==> src/rtl/fir_pkg.sv <==
// fir_pkg
//   Shared definitions for the serial FIR engine: default parameter values,
//   the engine FSM state encoding and a ceiling-log2 helper used for address
//   and accumulator sizing.
package fir_pkg;

  localparam int DEF_WC       = 18;  // coefficient width, signed
  localparam int DEF_NUM_COEF = 17;  // number of taps (= coefficient ROM depth)
  localparam int DEF_WIN      = 16;  // input sample width, signed

  typedef enum logic [1:0] {
    IDLE  = 2'd0,
    RUN   = 2'd1,
    DRAIN = 2'd2,
    DONE  = 2'd3
  } state_t;

  // ceil(log2(value)), never less than 1 so an address port always exists
  function automatic int clog2(input int value);
    int r;
    int v;
    r = 0;
    v = value - 1;
    while (v > 0) begin
      r = r + 1;
      v = v >> 1;
    end
    if (r == 0) r = 1;
    return r;
  endfunction

endpackage

==> src/rtl/fir_coef_mac_seq_if.sv <==
// fir_coef_mac_seq_if
//   Bundles the sample input handshake, the coefficient ROM read port and the
//   filter result of the serial FIR engine.
//   Signals:
//     x_in     Win   signed input sample
//     x_valid  1     sample strobe
//     ready    1     engine can take a sample
//     rom_addr AW    coefficient address to the ROM
//     rom_data Wc    signed coefficient, valid one cycle after rom_addr
//     y_out    Wacc  signed filter result, held until the next result
//     y_valid  1     one-cycle pulse when y_out updates
//   Handshake: a sample is transferred on a rising clock edge where both
//   x_valid and ready are 1; x_valid with ready=0 transfers nothing and the
//   sample is lost (the source is not back-pressured).
//   Modports: master = FIR engine, slave = surrounding environment.
interface fir_coef_mac_seq_if #(
  parameter int Wc       = fir_pkg::DEF_WC,
  parameter int Num_coef = fir_pkg::DEF_NUM_COEF,
  parameter int Win      = fir_pkg::DEF_WIN
);
  localparam int AW   = fir_pkg::clog2(Num_coef);
  localparam int Wacc = Win + Wc + AW;

  logic signed [Win-1:0]  x_in;
  logic                   x_valid;
  logic                   ready;
  logic [AW-1:0]          rom_addr;
  logic signed [Wc-1:0]   rom_data;
  logic signed [Wacc-1:0] y_out;
  logic                   y_valid;

  modport master (
    input  x_in, x_valid, rom_data,
    output ready, rom_addr, y_out, y_valid
  );

  modport slave (
    output x_in, x_valid, rom_data,
    input  ready, rom_addr, y_out, y_valid
  );

endinterface

==> src/rtl/fir_sample_buf.sv <==
// fir_sample_buf
//   Circular history of the last Num_coef input samples. One synchronous
//   write port, one asynchronous read port; every slot clears on reset so a
//   fresh run starts with an all-zero history.
//   Ports:
//     clk, rst  clock, asynchronous active-high reset
//     wr_en     write wr_data into slot wr_addr on the rising edge
//     wr_addr   AW-bit write slot
//     wr_data   Win-bit signed sample
//     rd_addr   AW-bit read slot
//     rd_data   Win-bit signed sample at rd_addr (combinational)
module fir_sample_buf #(
  parameter int Win      = 16,
  parameter int Num_coef = 17,
  parameter int AW       = 5
) (
  input  logic                  clk,
  input  logic                  rst,
  input  logic                  wr_en,
  input  logic [AW-1:0]         wr_addr,
  input  logic signed [Win-1:0] wr_data,
  input  logic [AW-1:0]         rd_addr,
  output logic signed [Win-1:0] rd_data
);

  logic signed [Win-1:0] mem [Num_coef];

  always_ff @(posedge clk or posedge rst) begin
    if (rst) begin
      for (int i = 0; i < Num_coef; i++) mem[i] <= '0;
    end else if (wr_en) begin
      mem[wr_addr] <= wr_data;
    end
  end

  assign rd_data = mem[rd_addr];

endmodule

==> src/rtl/fir_coef_mac_seq.sv <==
// fir_coef_mac_seq
//   Serial FIR engine sharing one multiply-accumulate across all taps. For
//   each accepted sample it sweeps the coefficient ROM addresses 0..Num_coef-1,
//   multiplies each coefficient with the matching delayed sample and emits one
//   full-precision result.
//   Ports:
//     clk        clock, rising edge
//     rst        asynchronous active-high reset
//     bus        fir_coef_mac_seq_if.master (sample in, ROM read, result out)
//     dbg_state  current FSM state
//   Timing: accept on edge 0, rom_addr=k during cycle k (k=0..Num_coef-1),
//   y_valid pulses Num_coef+2 cycles after the accept edge; a new sample can
//   be taken every Num_coef+3 cycles.
module fir_coef_mac_seq
  import fir_pkg::*;
#(
  parameter int Wc       = DEF_WC,
  parameter int Num_coef = DEF_NUM_COEF,
  parameter int Win      = DEF_WIN
) (
  input  logic               clk,
  input  logic               rst,
  fir_coef_mac_seq_if.master bus,
  output state_t             dbg_state
);

  localparam int AW   = clog2(Num_coef);
  localparam int Wp   = Win + Wc;
  localparam int Wacc = Wp + AW;
  localparam logic [AW-1:0] LAST = AW'(Num_coef - 1);

  state_t                 state;
  logic [AW-1:0]          tap;
  logic [AW-1:0]          wr_ptr;
  logic [AW-1:0]          rd_idx;
  logic signed [Win-1:0]  rd_data;
  logic signed [Win-1:0]  x_reg;
  logic signed [Wp-1:0]   prod;
  logic signed [Wacc-1:0] acc;
  logic                   mac_en;
  logic                   accept;

  assign dbg_state = state;
  assign accept    = (state == IDLE) && bus.x_valid;

  // x[n-k] lives at (wr_ptr - k) mod Num_coef. Done with a compare instead
  // of bit wrap so a non-power-of-two depth never produces a slot >= Num_coef.
  always_comb begin
    rd_idx = wr_ptr - tap;
    if (wr_ptr < tap) rd_idx = wr_ptr + AW'(Num_coef) - tap;
  end

  fir_sample_buf #(
    .Win      (Win),
    .Num_coef (Num_coef),
    .AW       (AW)
  ) u_buf (
    .clk     (clk),
    .rst     (rst),
    .wr_en   (accept),
    .wr_addr (wr_ptr),
    .wr_data (bus.x_in),
    .rd_addr (rd_idx),
    .rd_data (rd_data)
  );

  // x_reg and rom_data both refer to the tap addressed one cycle earlier
  assign prod = Wp'(x_reg) * Wp'(bus.rom_data);

  always_ff @(posedge clk or posedge rst) begin
    if (rst) begin
      state        <= IDLE;
      bus.ready    <= 1'b1;
      bus.rom_addr <= '0;
      bus.y_out    <= '0;
      bus.y_valid  <= 1'b0;
      tap          <= '0;
      wr_ptr       <= '0;
      x_reg        <= '0;
      mac_en       <= 1'b0;
      acc          <= '0;
    end else begin
      bus.y_valid <= 1'b0;
      x_reg       <= rd_data;
      // a product is available the cycle after each RUN cycle
      mac_en      <= (state == RUN);
      if (mac_en) acc <= acc + Wacc'(prod);

      case (state)
        IDLE: begin
          if (bus.x_valid) begin
            state        <= RUN;
            bus.ready    <= 1'b0;
            tap          <= '0;
            bus.rom_addr <= '0;
            acc          <= '0;
          end
        end
        RUN: begin
          if (tap == LAST) begin
            state <= DRAIN;
          end else begin
            tap          <= tap + 1'b1;
            bus.rom_addr <= tap + 1'b1;
          end
        end
        DRAIN: begin
          state <= DONE;
        end
        DONE: begin
          state       <= IDLE;
          bus.ready   <= 1'b1;
          bus.y_out   <= acc;
          bus.y_valid <= 1'b1;
          wr_ptr      <= (wr_ptr == LAST) ? '0 : wr_ptr + 1'b1;
        end
        default: state <= IDLE;
      endcase
    end
  end

endmodule

==> src/flat_wrapper.sv <==
// flat-port wrapper written by rule: the top's interface ports become plain ports
module fir_coef_mac_seq_flat import fir_pkg::*;
#(
  parameter int Wc       = DEF_WC,
  parameter int Num_coef = DEF_NUM_COEF,
  parameter int Win      = DEF_WIN
)
  (clk, rst, dbg_state, bus_x_in, bus_x_valid, bus_rom_data, bus_ready, bus_rom_addr, bus_y_out, bus_y_valid);
  fir_coef_mac_seq_if #(.Wc(Wc), .Num_coef(Num_coef), .Win(Win)) bus_i ();
  input  logic clk;
  input  logic rst;
  output state_t dbg_state;
  input wire logic [$bits(bus_i.x_in)-1:0] bus_x_in;
  input wire logic [$bits(bus_i.x_valid)-1:0] bus_x_valid;
  input wire logic [$bits(bus_i.rom_data)-1:0] bus_rom_data;
  output wire logic [$bits(bus_i.ready)-1:0] bus_ready;
  output wire logic [$bits(bus_i.rom_addr)-1:0] bus_rom_addr;
  output wire logic [$bits(bus_i.y_out)-1:0] bus_y_out;
  output wire logic [$bits(bus_i.y_valid)-1:0] bus_y_valid;
  assign bus_i.x_in = bus_x_in;
  assign bus_i.x_valid = bus_x_valid;
  assign bus_i.rom_data = bus_rom_data;
  assign bus_ready = bus_i.ready;
  assign bus_rom_addr = bus_i.rom_addr;
  assign bus_y_out = bus_i.y_out;
  assign bus_y_valid = bus_i.y_valid;
  fir_coef_mac_seq #(.Wc(Wc), .Num_coef(Num_coef), .Win(Win)) u_core (.clk(clk), .rst(rst), .bus(bus_i), .dbg_state(dbg_state));
endmodule
==> config.mk <==
export PLATFORM = sky130hd
export DESIGN_NAME = fir_coef_mac_seq_flat
export DESIGN_NICKNAME = d
export VERILOG_FILES = /design/src/rtl/fir_pkg.sv /design/src/rtl/fir_coef_mac_seq_if.sv /design/src/rtl/fir_sample_buf.sv /design/src/rtl/fir_coef_mac_seq.sv /design/src/flat_wrapper.sv
export SDC_FILE = /design/constraint.sdc
export NUM_CORES = 2
export LEC_CHECK = 0
export ABC_AREA = 1
export CAP_MARGIN = 25
export CORE_MARGIN = 2
export CORE_UTILIZATION = 69
export CTS_BUF_LIST = sky130_fd_sc_hd__clkbuf_4 sky130_fd_sc_hd__clkbuf_8 sky130_fd_sc_hd__clkbuf_16
export CTS_CLUSTER_DIAMETER = 60
export CTS_CLUSTER_SIZE = 16
export DETAILED_ROUTE_END_ITERATION = 8
export PLACE_DENSITY = 0.88
export SYNTH_ARGS = -nofsm -noshare
export SYNTH_HDL_FRONTEND = slang
export SYNTH_SLANG_ARGS = --single-unit
==> constraint.sdc <==
create_clock -name clk -period 29.5 [get_ports clk]
set_input_delay 5.9 -clock clk [delete_from_list [all_inputs] [get_ports clk]]
set_output_delay 5.9 -clock clk [all_outputs]
set_load 0.05 [all_outputs]
==> reports/metrics.yaml <==
status: "complete, no violations"
path_class: "input port to flip-flop"
htree_levels: 1
yosys_warnings: 0
synth_common_cells: "1,110 x nand2_1, 894 x inv_1, 380 x dfrtp_1"
gp_congestion: 0.987
grt_use_total_pct: 37.5
wire_per_inst_um: 18.8
fin_crit_ns: 12.40
nets: 4539
hold_violations: 0
dp.cells: 4580
yosysUniqueCellTypes: 39
cts.sinks: 381
skew_ns: 0.0136
yosysTopAreaCellShare_pct: 29.9
wirelength_um: 86900
start_util_pct: 70.0
r2r-start: "u_core.x_reg[4]"
cp-end-kind: "flip-flop"
regMostFlops: "u_core.u_buf.mem"
min_from: "u_core.bus.y_out[32]"
cts_buffers: 30
vias_per_cell: 5.76
setup_viol: 0
insertion_delay_ns: 0.59
postSynthAreaPerCell_um2: 7.80
syn_area_um2: 31800
core_um2: 45500
fin_util_pct: 74.8
grt_pass1_wl_um: 141000
yosysMostFrequentCell: "nand2_1"
syn_inst: 4084
crit_arrival_ns: 12.87
grt_pass1_vias: 27711
cts-root-buf: "clkbuf_16"
async_flop_share_pct: 100
diodes: 0
synth-edff-count: 0
drtIter0Drc: 2703
area_growth_pct: 6.74
drv_slew: 0
portBuffers: 84
vias: 26702
largest_registers: "u_core.u_buf.mem x272, u_core.acc x39, u_core.bus.y_out x39"
post_cts_buffers: 0
cap_violations: 0
tightest_slew_ns: 1.12
fin_crit_sh_pct: 42.0
max_freq_ghz: 0.0807
relSlewSlack_pct: 25.3
grt_start_max_net_pins: 184
crit_fanout: 16
cts_tree: "yes"
cp.required_ns: 29.97
ff2ff_setup_slack_ns: 22.27
holdBufCountCts: 0
fin_cells: 4632
yosysTopAreaCell: "dfrtp_1"
holdPathEnd: "u_core.bus.y_out[32]"
r2r_end: "u_core.acc[33]"
synth_seq_cells: 381
hp-class: "flip-flop to flip-flop"
holdWs_ns: 0.477
rsz0062_at_grt: "false"
synth-seq-area-share_pct: 29.9
cts_buffer_depth: 3
synthTopCellsByArea: "dfrtp_1 30%, fa_1 22%, nand2_1 13%, inv_1 11%, o21ai_0 5.4%"
synth_fp_nets: 4606
largest_register_ffs: 272
fp.dieW_um: 219
ioPinCount: 85
synth_ff_type: "dfrtp_1"
hold_path_depth: 2
r2r_cells: 22
die_area_um2: 47900
num_rows: 78
worst_setup_path_start_kind: "input port"
final_layout_size_suffix_gt1_share_pct: 2.63
grt_overflow: 0
drc_errors: 0
final_antenna_net_count: 0
cts.repair.resized: 0
place_hpwl_um: 61500
drt-pass1-iter-count: 6
antenna_found_initial: 0
clk_pin_slew_worst_paths_ns: 0.07
chipHeight_um: 219
tns_ns: 0
## cells by family after synthesis
family | Yosys count | synth area share (%)
buffers and inverters | 1113 | 13.5
xor gates and xnor gates | 13 | 0.357
and+or+nand+nor | 1671 | 22.0
AOI/OAI and AO/OA | 421 | 6.85
DFF | 381 | 29.9
adders and majority gates | 485 | 27.4
## per-layer routing
| metal | wire length [um] | vias up | GRT usage, % |
|---|---|---|---|
| met3 | 6990 | 382 | 6.15 |
| li1 | - | 12073 | - |
| met4 | 5420 | 0 | 21.2 |
| met2 | 42200 | 1349 | 62.9 |
| met1 | 32300 | 12898 | 46.4 |
| met5 | 0 | - | 0 |
## worst max-delay path, stage by stage
cell and delay [ns]:
clkdlybuf4s50_1 0.84, nand2_1 0.26, fa_1 0.66, inv_1 0.07, fa_1 0.81, inv_1 0.12
fa_1 0.53, inv_1 0.25, fa_1 0.51, fa_1 0.51, inv_1 0.05, fa_1 0.47
inv_1 0.05, ha_1 0.35, nand2_1 0.11, nor2_1 0.19, inv_1 0.11, nor3_1 0.42
nand3_1 0.25, nand2_1 0.16, nor2_1 0.05, o21ai_0 0.16, inv_1 0.05
## worst max path at each step
stage / endpoint / from / cells after the start
global route: u_core.acc[33] / bus_rom_data[17] / 23
floorplan: u_core.acc[0] / rst / 1
global placement: u_core.acc[33] / bus_rom_data[17] / 23
CTS: u_core.acc[33] / bus_rom_data[17] / 23
detailed placement: u_core.acc[33] / bus_rom_data[17] / 23
finish: u_core.acc[33] / bus_rom_data[17] / 23
## cell type report
type | instances | area [um2]
Sequential cell | 381 | 9540
Clock inverter | 9 | 120
Fill cell | 3256 | 11500
Inverter | 898 | 3380
Multi-Input combinational cell | 2590 | 18000
Clock buffer | 38 | 835
Tap cell | 600 | 751
Timing Repair Buffer | 116 | 1340
## stage by stage
stage | area, um2 | setup slack (ns)
after global routing | 34000 | 16.86
after CTS | 33900 | 17.24
final | 34000 | 17.10
after global placement | 32700 | 16.88
after floorplan | 31800 | 13.02
after detailed placement | 32900 | 16.66
## cell usage in the layout (no fill, tap or decap), drive strengths merged, types with 2 or more instances in the layout
cell type and count:
nand2 1115, inv 897, dfrtp 380, fa 352
o21ai 347, nand3 296, nor2 151, ha 133
clkdlybuf4s50 84, nand3b 52, a21oi 47, clkbuf 38
buf 32, nand4 28, nor3 15, o211ai 10
or2 8, xnor2 7, clkinv 7, xor2 6
o21bai 4, a31oi 4, a21boi 3, nor3b 3
o21a 2, nor4 2, o221ai 2, bufinv 2
Power is not shown: default switching activity piles up to over one toggle a cycle in this logic, so the estimate is an artifact.
